[src/rtl/exec_sequencer.sv]
// Multi-cycle fetch/execute/memory/write-back sequencer for the NPC core.
// Gates PC and regfile writes to the single WB cycle and stops on ebreak or bus timeout.
module exec_sequencer #(
    parameter int unsigned TIMEOUT = 16,
    parameter int unsigned CNT_W   = 32
) (
    input  logic             clk_i,
    input  logic             rst_i,
    input  logic [31:0]      pc_i,
    output logic             ifu_req_valid_o,
    input  logic             ifu_req_ready_i,
    output logic [31:0]      ifu_req_addr_o,
    input  logic             ifu_resp_valid_i,
    input  logic [31:0]      ifu_resp_data_i,
    output logic [31:0]      inst_o,
    input  logic             dec_regwen_i,
    input  logic             is_load_i,
    input  logic             is_store_i,
    output logic             lsu_req_valid_o,
    input  logic             lsu_req_ready_i,
    input  logic             lsu_resp_valid_i,
    output logic             pc_we_o,
    output logic             reg_we_o,
    output logic             retire_o,
    output logic [CNT_W-1:0] retired_cnt_o,
    output logic             halt_o,
    output logic             bus_err_o
);

    localparam logic [31:0] Ebreak = 32'h0010_0073;
    localparam int unsigned TmoW   = $clog2(TIMEOUT);

    typedef enum logic [3:0] {
        StIdle,
        StFetch,
        StWaitInst,
        StExec,
        StMemReq,
        StMemWait,
        StWb,
        StHalt,
        StErr
    } state_e;

    state_e           state_q, state_d;
    logic [31:0]      inst_q, inst_d;
    logic [CNT_W-1:0] cnt_q, cnt_d;
    logic [TmoW-1:0]  tmo_q, tmo_d;
    logic             waiting;
    logic             event_hit;

    always_comb begin
        state_d   = state_q;
        inst_d    = inst_q;
        cnt_d     = cnt_q;
        waiting   = 1'b0;
        event_hit = 1'b0;
        unique case (state_q)
            StIdle: state_d = StFetch;
            StFetch: begin
                waiting   = 1'b1;
                event_hit = ifu_req_ready_i;
                if (event_hit) state_d = StWaitInst;
            end
            StWaitInst: begin
                waiting   = 1'b1;
                event_hit = ifu_resp_valid_i;
                if (event_hit) begin
                    inst_d  = ifu_resp_data_i;
                    state_d = StExec;
                end
            end
            StExec: begin
                if (inst_q == Ebreak) begin
                    state_d = StHalt;
                end else if (is_load_i || is_store_i) begin
                    state_d = StMemReq;
                end else begin
                    state_d = StWb;
                end
            end
            StMemReq: begin
                waiting   = 1'b1;
                event_hit = lsu_req_ready_i;
                if (event_hit) state_d = StMemWait;
            end
            StMemWait: begin
                waiting   = 1'b1;
                event_hit = lsu_resp_valid_i;
                if (event_hit) state_d = StWb;
            end
            StWb: begin
                cnt_d   = cnt_q + 1'b1;
                state_d = StFetch;
            end
            StHalt, StErr: state_d = state_q;
            default: state_d = StIdle;
        endcase

        // An event arriving on the final allowed cycle still wins over the timeout.
        if (waiting && !event_hit && (tmo_q == TmoW'(TIMEOUT - 1))) begin
            state_d = StErr;
        end

        if (state_d != state_q || !waiting) begin
            tmo_d = '0;
        end else begin
            tmo_d = tmo_q + 1'b1;
        end
    end

    always_ff @(posedge clk_i) begin
        if (rst_i) begin
            state_q <= StIdle;
            inst_q  <= '0;
            cnt_q   <= '0;
            tmo_q   <= '0;
        end else begin
            state_q <= state_d;
            inst_q  <= inst_d;
            cnt_q   <= cnt_d;
            tmo_q   <= tmo_d;
        end
    end

    assign ifu_req_valid_o = (state_q == StFetch);
    assign ifu_req_addr_o  = pc_i;
    assign inst_o          = inst_q;
    assign lsu_req_valid_o = (state_q == StMemReq);
    assign pc_we_o         = (state_q == StWb);
    assign retire_o        = (state_q == StWb);
    assign reg_we_o        = (state_q == StWb) & dec_regwen_i & ~is_store_i;
    assign retired_cnt_o   = cnt_q;
    assign halt_o          = (state_q == StHalt);
    assign bus_err_o       = (state_q == StErr);

endmodule
[config.mk]
export PLATFORM = sky130hd
export DESIGN_NAME = exec_sequencer
export DESIGN_NICKNAME = d
export VERILOG_FILES = /design/src/rtl/exec_sequencer.sv
export SDC_FILE = /design/constraint.sdc
export NUM_CORES = 1
export LEC_CHECK = 0
export ABC_CLOCK_PERIOD_IN_PS = 1800
export CAP_MARGIN = 10
export CORE_MARGIN = 2
export CORE_UTILIZATION = 35
export DETAILED_ROUTE_END_ITERATION = 10
export PLACE_DENSITY = 0.74
export SYNTH_ARGS = -nofsm -noshare
export SYNTH_HDL_FRONTEND = slang
export SYNTH_SLANG_ARGS = --single-unit
[constraint.sdc]
create_clock -name clk_i -period 1.8 [get_ports clk_i]
set_clock_uncertainty 0.05 [all_clocks]
set_input_delay 0.18 -clock clk_i [delete_from_list [all_inputs] [get_ports clk_i]]
set_output_delay 0.18 -clock clk_i [all_outputs]
set_load 0.02 [all_outputs]
==> flow_metrics.tcl <==
set metrics [dict create \
    status "finished with violations" \
    failed_checks "setup timing" \
    r2r-end "tmo_q[2]" \
    drc_errors 0 \
    tightest_slew_ps 475 \
    grt_use_total_pct 16.5 \
    die_h_um 105 \
    setup_viol 5 \
    wire_per_inst_um 13.4 \
    final_cell_area_mm2 0.00514 \
    path_clk_slew_ps 80 \
    synthArstFlopShare_pct 0 \
    arrival_ps 2050 \
    antenna_left 0 \
    layout_commonest_cell "clkdlybuf4s50_1" \
    place_congestion 0.824 \
    clk-insertion-delay-late_ps 340 \
    tns_ps -273 \
    dp_hpwl_um 6990 \
    antenna_found_initial 0 \
    max_freq_mhz 532 \
    worstPathMaxFanout 4 \
    use_met2_pct 29.1 \
    synth-seq-cells 72 \
    fin_util_pct 52.1 \
    use_met3_pct 6.36 \
    cp_data_required_time_ps 1970 \
    initial_utilization_pct 36.3 \
    syn2layout_area_growth_pct 43.4 \
    grt_pass1_vias 3204 \
    cts-htree-levels 3 \
    crit_path_top_delay_cell "or4_4" \
    global_route.peak_usage_layer "met2" \
    grt_util_met1_pct 18.1 \
    crit_end "tmo_q[2]" \
    fillCellCount 917 \
    diodes 0 \
    die_area_mm2 0.0111 \
    timing.final.crit_period_ps 1880 \
    worstSetupPathType "reg2reg" \
    final_cell_mix "103 x clkdlybuf4s50_1, 80 x nand2_1, 63 x dfxtp_1" \
    dr_total_vias 3318 \
    yosys_warnings 0 \
    min_path_type "in2reg" \
    cts_buffer_depth 2 \
    first_iter_violations 143 \
    dpl_worst_slack_ps -174 \
    die_w_um 105 \
    cts_buffers 9 \
    slew_headroom_pct 68.0 \
    hold_buffers 0 \
    cts_tree "yes" \
    r2r_start "inst_o[10]" \
    power_density_mw_per_mm2 628 \
    netlist_area_mm2 0.00358 \
    cts.sinks 72 \
    grt_pass1_wl_um 15000 \
    finalWorstSetupSlack_ps -79.7 \
    rsz0062_at_grt "yes" \
    rows 36 \
    final_hold_viol_count 0 \
    synth-edff-count 0 \
    place_area_mm2 0.00492 \
    root_buffer "clkbuf_8" \
    min_period_over_period_pct 104 \
    cp-startpoint "inst_o[10]" \
    synth_cell_type_count 52 \
    seq_area_frac_synth_pct 40.2 \
    crit_path_end_kind "flip-flop" \
    max_cap_viol_count 0 \
    start_kind "flip-flop" \
    ioPinCount 176 \
    p_leak_nw 1.93 \
    synth_ff_type "dfxtp_1" \
    drt-total-wl_um 9110 \
    path_cells "or4_4 -> nor4_4 -> nand3_2 -> a311oi_4 -> nor4_1" \
    slew_violations 0 \
    syn_nets 500 \
    vias_per_cell 4.88 \
    firstDrtPassIters 7 \
    r2r_cells 5 \
    netlist_instances 425 \
    ir_worst_vdd_uv 375 \
    drive_gt1_share_pct 19.7 \
    gr-total-overflow 0 \
    total_power_mw 3.23 \
    grt_max_degree 34 \
    io_buffers 111 \
    cp_slowest_stage_delay_ps 540 \
    rrSetupSlack_ps -80 \
    layout.nets 617 \
    avgSynthCellArea_um2 8.43 \
    core_mm2 0.00986 \
]
-- power by group --
| part | switching [mW] | internal [mW] |
|---|---|---|
| Clock | 0.635 | 0.540 |
| Sequential | 0.0228 | 1.62 |
| Combinational | 0.191 | 0.217 |
-- what timing repair did --
| item | in CTS | in global routing |
|---|---|---|
| buffers inserted | 0 | 0 |
| resized for setup | 11 | 19 |
| endpoints found under the setup margin | 12 | 20 |
| endpoints found under the hold margin | 0 | 0 |
| pin swaps | 3 | 5 |
| cloned | 0 | 0 |
-- logic make-up (layout without fill, tap and decap cells) --
| family | Yosys count | in the layout | share of synthesized area, % |
|---|---|---|---|
| compound gates | 55 | 55 | 8.87 |
| xor+xnor | 30 | 30 | 7.33 |
| fa+ha+maj | 2 | 2 | 0.698 |
| buf+inv | 63 | 185 | 10.9 |
| flops | 72 | 72 | 40.2 |
| simple gates | 203 | 203 | 31.9 |
-- layer usage --
layer | wire [µm] | vias up | part of all wire (%)
li1 | - | 1645 | -
met1 | 3650 | 1530 | 40
met2 | 4570 | 121 | 50
met3 | 773 | 22 | 8.5
met4 | 109 | 0 | 1.2
met5 | 0 | - | 0
-- state kept, by name, summed over array words and instances, names as in the netlist --
register / cells
inst_o: 32
retired_cnt_o: 32
state_q: 4
tmo_q: 4
-- worst max-delay path, delay by kind of cell (launching register included) --
kind,cells,cell delay (ps)
DFF,1,320
and+or+nand+nor,4,1110
AOI/OAI and AO/OA,1,290
-- how the worst min path moves through the flow --
| stage | startpoint | end | cells past startpoint |
|---|---|---|---|
| after detailed placement | pc_i[18] | ifu_req_addr_o[18] | 0 |
| final | rst_i | retired_cnt_o[5] | 2 |
| after CTS | rst_i | retired_cnt_o[5] | 2 |
| after global placement | pc_i[18] | ifu_req_addr_o[18] | 0 |
| after global routing | rst_i | retired_cnt_o[4] | 2 |
| after floorplan | ifu_resp_data_i[0] | inst_o[0] | 2 |
-- final cells by class --
class	count	area, µm²	area share [%]
inverter	7	28.8	0.560
multi-input combinational	290	1800	35.1
clock buffer	10	138	2.68
timing repair buffer	162	1510	29.3
tap	133	166	3.24
sequential	72	1450	28.3
clock inverter	6	43.8	0.852
-- through the flow --
stage / std cells / hold slack, ps
2_1_floorplan: 425 / 258
3_3_place_gp: 664 / 310
3_5_place_dp: 664 / 310
4_1_cts: 680 / 106
5_1_grt: 680 / 128
6_report: 680 / 114
-- synthesized netlist by cell type (3+ instances only) --
library cell  instances  area (µm²)
nand3_1              11        55.1
dfxtp_1              72        1440
nand2b_1              3        18.8
inv_1                 6        22.5
or3_1                 5        31.3
nand4_1              14        87.6
buf_4                33         248
nor4_4                4        85.1
nand2_1              80         300
clkbuf_1             12        45.0
nor3_1                4        20.0
o21ai_0               5        25.0
nor2_1               39         146
a21oi_1              38         190
and3_1                8        50.1
xor2_1               17         149
buf_6                 3        33.8
nor3_2                3        30.0
nor4_1                5        31.3
xnor2_1              13         114
buf_2                 6        30.0
(Power assumes the default switching activity.)
